===== config.mk =====
export PLATFORM = sky130hd
export DESIGN_NAME = fifo_push_arbiter
export DESIGN_NICKNAME = d
export VERILOG_FILES = /design/src/rtl/fifo_push_arbiter_pkg.sv /design/src/rtl/fifo.sv /design/src/rtl/rr_pick.sv /design/src/rtl/fifo_push_arbiter.sv
export SDC_FILE = /design/constraint.sdc
export NUM_CORES = 1
export LEC_CHECK = 0
export ABC_CLOCK_PERIOD_IN_PS = 4100
export CAP_MARGIN = 5
export CORE_MARGIN = 2
export CORE_UTILIZATION = 45
export DETAILED_ROUTE_END_ITERATION = 6
export DONT_BUFFER_PORTS = 1
export PLACE_DENSITY = 0.6
export SYNTH_ARGS = -nofsm -noshare
export SYNTH_HDL_FRONTEND = slang
export SYNTH_HIERARCHICAL = 1
export SYNTH_SLANG_ARGS = --single-unit

===== constraint.sdc =====
create_clock -name clk -period 4.1 [get_ports clk]
set_input_delay 1.23 -clock clk [delete_from_list [all_inputs] [get_ports clk]]
set_output_delay 1.23 -clock clk [all_outputs]
set_load 0.01 [all_outputs]

===== src/rtl/fifo_push_arbiter_pkg.sv =====
// fifo_push_arbiter_pkg: shared types for the packet-locking FIFO push arbiter.
package fifo_push_arbiter_pkg;
    typedef enum logic {ST_IDLE = 1'b0, ST_LOCK = 1'b1} arb_state_e;
endpackage


===== src/rtl/fifo.sv =====
// fifo: synchronous single-clock FIFO; caller guards push against full and pop against empty.
module fifo #(
    parameter int DATA_WIDTH = 8,
    parameter int DEPTH      = 16
) (
    input  logic                  clk,
    input  logic                  resetn,
    input  logic                  push,
    input  logic [DATA_WIDTH-1:0] push_data,
    input  logic                  pop,
    output logic [DATA_WIDTH-1:0] pop_data,
    output logic                  full,
    output logic                  empty
);
    localparam int AW = $clog2(DEPTH);
    logic [DATA_WIDTH-1:0] mem_q [DEPTH];
    logic [AW:0] wr_q, wr_d, rd_q, rd_d;
    always_comb begin
        wr_d = wr_q + {{AW{1'b0}}, push};
        rd_d = rd_q + {{AW{1'b0}}, pop};
    end
    always_ff @(posedge clk) begin
        if (!resetn) begin
            wr_q <= '0;
            rd_q <= '0;
        end else begin
            wr_q <= wr_d;
            rd_q <= rd_d;
        end
    end
    always_ff @(posedge clk) begin
        if (push) mem_q[wr_q[AW-1:0]] <= push_data;
    end
    // The extra pointer bit tells a full wrap from empty.
    assign pop_data = mem_q[rd_q[AW-1:0]];
    assign empty    = wr_q == rd_q;
    assign full     = (wr_q[AW] != rd_q[AW]) && (wr_q[AW-1:0] == rd_q[AW-1:0]);
endmodule


===== src/rtl/rr_pick.sv =====
// rr_pick: round-robin pick of the first requester after the last grant, wrapping.
module rr_pick #(
    parameter int NREQ = 4
) (
    input  logic [NREQ-1:0]         req,
    input  logic [$clog2(NREQ)-1:0] last,
    output logic [$clog2(NREQ)-1:0] next_id,
    output logic                    any
);
    localparam int GW = $clog2(NREQ);
    always_comb begin
        next_id = '0;
        any     = |req;
        // Scan from the farthest offset down so the nearest requester after last wins.
        for (int i = NREQ; i >= 1; i--) begin
            automatic logic [GW-1:0] c = GW'((int'(last) + i) % NREQ);
            if (req[c]) next_id = c;
        end
    end
endmodule


===== src/rtl/fifo_push_arbiter.sv =====
// fifo_push_arbiter: round-robin, packet-locking arbiter sharing one byte FIFO among NREQ producers.
module fifo_push_arbiter
    import fifo_push_arbiter_pkg::*;
#(
    parameter int NREQ       = 4,
    parameter int DATA_WIDTH = 8,
    parameter int DEPTH      = 16
) (
    input  logic                         clk,
    input  logic                         resetn,
    input  logic [NREQ-1:0]              req_valid,
    input  logic [NREQ-1:0]              req_last,
    input  logic [NREQ*DATA_WIDTH-1:0]   req_data,
    output logic [NREQ-1:0]              req_ready,
    output logic [DATA_WIDTH-1:0]        out_data,
    output logic                         out_valid,
    input  logic                         out_ready,
    output logic [$clog2(NREQ)-1:0]      grant_id,
    output logic                         busy,
    output logic [$clog2(DEPTH):0]       level
);
    localparam int GID_W = $clog2(NREQ);
    localparam int LVL_W = $clog2(DEPTH) + 1;
    arb_state_e state_q, state_d;
    logic [GID_W-1:0] grant_q, grant_d, pick;
    logic [LVL_W-1:0] level_q, level_d;
    logic [DATA_WIDTH-1:0] push_data;
    logic pick_any, push, pop, full, empty;
    rr_pick #(.NREQ(NREQ)) u_pick (
        .req    (req_valid),
        .last   (grant_q),
        .next_id(pick),
        .any    (pick_any)
    );
    fifo #(.DATA_WIDTH(DATA_WIDTH), .DEPTH(DEPTH)) u_fifo (
        .clk      (clk),
        .resetn   (resetn),
        .push     (push),
        .push_data(push_data),
        .pop      (pop),
        .pop_data (out_data),
        .full     (full),
        .empty    (empty)
    );
    always_comb begin
        state_d   = state_q;
        grant_d   = grant_q;
        req_ready = '0;
        push      = 1'b0;
        push_data = req_data[grant_q*DATA_WIDTH +: DATA_WIDTH];
        if (state_q == ST_IDLE) begin
            if (pick_any) begin
                grant_d = pick;
                state_d = ST_LOCK;
            end
        end else begin
            // Ready follows registered full only, so a same-cycle pop never frees a slot.
            req_ready[grant_q] = !full;
            push = req_valid[grant_q] && !full;
            if (push && req_last[grant_q]) state_d = ST_IDLE;
        end
        pop     = !empty && out_ready;
        level_d = level_q + {{(LVL_W-1){1'b0}}, push} - {{(LVL_W-1){1'b0}}, pop};
    end
    always_ff @(posedge clk) begin
        if (!resetn) begin
            state_q <= ST_IDLE;
            grant_q <= GID_W'(NREQ - 1);
            level_q <= '0;
        end else begin
            state_q <= state_d;
            grant_q <= grant_d;
            level_q <= level_d;
        end
    end
    assign out_valid = !empty;
    assign grant_id  = grant_q;
    assign busy      = state_q == ST_LOCK;
    assign level     = level_q;
endmodule


==> results.rst <==
.. list-table::
   :header-rows: 1

   * - Metric
     - Value
   * - Leak Pwr
     - 2.38 nW
   * - Max Fclk
     - between 200 and 300 MHz
   * - Clock transition time at the flip-flop clock pins of the worst setup and hold paths
     - 0.06 ns
   * - Number of vias per cell
     - 5.62
   * - Crit. End Element
     - output pin
   * - Synth Register Bits
     - 146
   * - Yosys Warn Count
     - 6
   * - DPL Wire Length
     - around 8.4 mm
   * - Proportion of total power due to net switching
     - 0.243
   * - Highest routing layer actually used
     - met4
   * - Die width
     - 123 µm
   * - Number of standard-cell rows in the floorplan
     - 43
   * - CTS Hold Bufs
     - 0
   * - Number of buffers inserted by port buffering
     - 0
   * - Die Outline Area
     - 15000 µm²
   * - Drt first-iter violations
     - around 250
   * - FILL cells
     - about 1200
   * - Height of the die
     - approximately 120 µm
   * - Run status
     - completed
   * - Number of antenna violations at the first check in global routing
     - 0
   * - Final worst path period need
     - approximately 3.6 ns
   * - VDD IR max
     - between 300 and 400 µV
   * - Clock network fraction of total power
     - 0.399
   * - Final weighted congestion in routability-driven placement
     - 0.818
   * - Setup-violating endpoint count in the final report
     - 0
   * - First-pass iteration count of the detailed router
     - 4
   * - Combinational Power Share
     - 0.157
   * - Leading register cell type out of synthesis
     - sky130_fd_sc_hd__edfxtp_1
   * - Met3 wire length
     - 646 µm
   * - Data arrival time of the critical path
     - 2.32 ns
   * - Hold_sp
     - u_fifo/rd_q[4]
   * - Clock latency at the later pin of the worst-skew pair
     - 0.42 ns
   * - Number of H-tree branching levels
     - 4
   * - I/O pin count
     - 64
   * - Post-CTS Setup Repair Bufs
     - 0
   * - Antenna cells
     - 0
   * - Type of origin of the critical path
     - flop
   * - Share of flip-flops with an asynchronous set or reset after synthesis
     - 0
   * - Wire length on met1
     - 5.36 mm
   * - Final #Nets
     - 448
   * - Total wirelength of the detailed-routed design
     - 12.7 mm
   * - Core footprint
     - 13800 µm²
   * - Setup tns final
     - 0 ns
   * - Remaining Overflow, GRT
     - 0
   * - Worst hold-check path type
     - reg2reg
   * - PostCTS Resize Cnt
     - 0
   * - Initial core utilization
     - 0.459
   * - Share of the clock period used by the worst path
     - 0.867
   * - Synthesized cell area
     - 6320 µm²
   * - Signed area change from the synthesized netlist to the final layout
     - 13.1%
   * - Maximum number of pins on one net before global-route repair
     - 42
   * - Count of flip-flops with a built-in enable after synthesis
     - 128
   * - Power density relative to cell area
     - between 500 and 600 nW/µm²
   * - Proportion of netlist area held by the largest area contributor
     - 0.608
   * - Avg Synthesized Cell Area
     - between 15 and 20 µm²
   * - Tightest Pin Transition
     - slightly below 0.9 ns
   * - DRC viols
     - 0
   * - Max Root-Sink Buffers
     - 2
   * - Number of standard cells after synthesis
     - 382
   * - Count of max-cap constraint violations
     - 0
   * - Yosys top cell by area
     - sky130_fd_sc_hd__edfxtp_1
   * - Via count of the first global-routing pass
     - 3408
   * - R2R Path Start
     - u_fifo/rd_q[2]
   * - TritonCTS sink count
     - about 150
   * - Peak fanout along the critical path
     - 18
   * - Nets in the synthesized netlist
     - 435
   * - Worst hold margin
     - approximately 0.61 ns
   * - Average wire per cell in the routed design
     - 21.6 µm
   * - Fraction of final layout cells with drive strength greater than 1
     - 0.218
   * - Maximum clock skew at final layout
     - approximately 0.0064 ns
   * - Number of buffers inserted during clock tree synthesis
     - 17
   * - Most frequent standard cell in the layout excluding fill and tap cells
     - sky130_fd_sc_hd__edfxtp_1
   * - Length of routed met2 wiring
     - between 6 and 7 mm
   * - Finished Core Util
     - 0.519
   * - Count of nets left with antenna violations after detail routing
     - 0
   * - Flop pwr share
     - 0.444
   * - Net load switching power
     - 0.969 mW
   * - Crit Path Class
     - reg2out
   * - Max Transition Viols Final
     - 0
   * - Clock tree from TritonCTS
     - yes
   * - Most area-consuming cells after synthesis
     - sky130_fd_sc_hd__edfxtp_1 61%, sky130_fd_sc_hd__mux4_2 8.6%, sky130_fd_sc_hd__dfxtp_1 5.7%, sky130_fd_sc_hd__mux2i_1 3.0%, sky130_fd_sc_hd__mux2_2 2.9%
   * - Internal portion of total power
     - 3.03 mW
   * - Slew headroom
     - 0.413
   * - Final number of hold-violating endpoints
     - 0
   * - Root buffer selected by CTS
     - sky130_fd_sc_hd__clkbuf_16
   * - Wire length of the first global-routing pass
     - roughly 19 mm
   * - RSZ-0062 raised after global routing
     - no
   * - Netlist cell types
     - 40
   * - Overall fraction of global-route tracks in use
     - 0.183
   * - Most frequent cells in the layout
     - 128 x sky130_fd_sc_hd__edfxtp_1, 33 x sky130_fd_sc_hd__nor2_1, 24 x sky130_fd_sc_hd__mux4_2, 20 x sky130_fd_sc_hd__clkbuf_16, 19 x sky130_fd_sc_hd__mux2i_1
   * - Startpoint of the worst setup timing path
     - u_fifo/rd_q[2]
   * - Required @ worst endpoint
     - around 2.9 ns
   * - Via count
     - ~3300
   * - Register area share after synthesis
     - 0.665
## worst paths after layout
path / cells after the start / slack (ns) / to
worst max register to register: 8 / 0.78 / u_fifo/mem_q[6][6]
worst max-delay path: 5 / 0.55 / req_ready[0]
worst min register to register: 2 / 0.61 / u_fifo/rd_q[4]
worst min-delay path: 2 / 0.61 / u_fifo/rd_q[4]
## state kept, by name, summed over array words and instances, names as in the netlist
| register | cells |
|---|---|
| busy | 1 |
| grant_id | 2 |
| level | 5 |
| u_fifo/mem_q | 128 |
| u_fifo/rd_q | 5 |
| u_fifo/wr_q | 5 |
## worst max-delay path, cell delays in order, from the launching register on
cell	delay (ns)
sky130_fd_sc_hd__dfxtp_1	0.82
sky130_fd_sc_hd__xnor2_1	0.15
sky130_fd_sc_hd__nand4_1	0.15
sky130_fd_sc_hd__nor2_1	0.07
sky130_fd_sc_hd__nor2b_1	0.32
sky130_fd_sc_hd__nor3b_1	0.39
## synth_stat cells, types with 8 or more instances
cell                       number
sky130_fd_sc_hd__o22ai_1        8
sky130_fd_sc_hd__mux2_2        16
sky130_fd_sc_hd__a221o_1        8
sky130_fd_sc_hd__mux2i_1       19
sky130_fd_sc_hd__xnor2_1       11
sky130_fd_sc_hd__o221ai_1       8
sky130_fd_sc_hd__dfxtp_1       18
sky130_fd_sc_hd__nor2b_1        8
sky130_fd_sc_hd__ha_1           9
sky130_fd_sc_hd__mux4_2        24
sky130_fd_sc_hd__inv_1          9
sky130_fd_sc_hd__edfxtp_1     128
sky130_fd_sc_hd__nor2_1        33
sky130_fd_sc_hd__and2_1        13
## power by group through the flow
stage               logic (mW)  registers, mW  clock network (mW)
floorplan                0.523           1.78                   0
global placement         0.620           1.80                   0
detailed placement       0.637           1.81                   0
CTS                      0.638           1.78                1.62
global route             0.687           1.78                1.68
finish                   0.627           1.77                1.59
## cell families (layout without fill, tap and decap cells)
kind of cell | count (synthesis) | in the layout | share of synthesized area
buffers and inverters | 30 | 56 | 0.0291
XOR/XNOR | 13 | 13 | 0.0180
flip-flops | 146 | 146 | 0.665
adder cells (fa/ha/maj) | 10 | 10 | 0.0210
multiplexers | 61 | 61 | 0.152
AO/OA/AOI/OAI | 34 | 34 | 0.0428
AND/OR/NAND/NOR | 88 | 88 | 0.0715
## through the flow
stage	worst slack [ns]	cell area (µm²)	instances	total power, mW
finish	0.546	7150	588	4.00
global route	0.420	7150	588	4.15
CTS	0.494	7150	588	4.03
detailed placement	0.723	6520	556	2.44
global placement	0.781	6520	556	2.42
floorplan	0.897	6320	382	2.31
## layer usage
layer / global-route usage / vias up
met5: 0 / -
met2: 0.297 / 100
met3: 0.0530 / 21
li1: - / 1511
met4: 0.0776 / 0
met1: 0.229 / 1674
## final cells by class
type | instances | area [µm²] | area share
Clock buffer | 24 | 536 | 0.0749
Clock inverter | 8 | 92.6 | 0.0130
Inverter | 9 | 33.8 | 0.00473
Multi-Input combinational cell | 206 | 1930 | 0.270
Sequential cell | 146 | 4210 | 0.588
Tap cell | 180 | 225 | 0.0315
Timing Repair Buffer | 15 | 125 | 0.0175
Power figures use the tool's default switching activity.
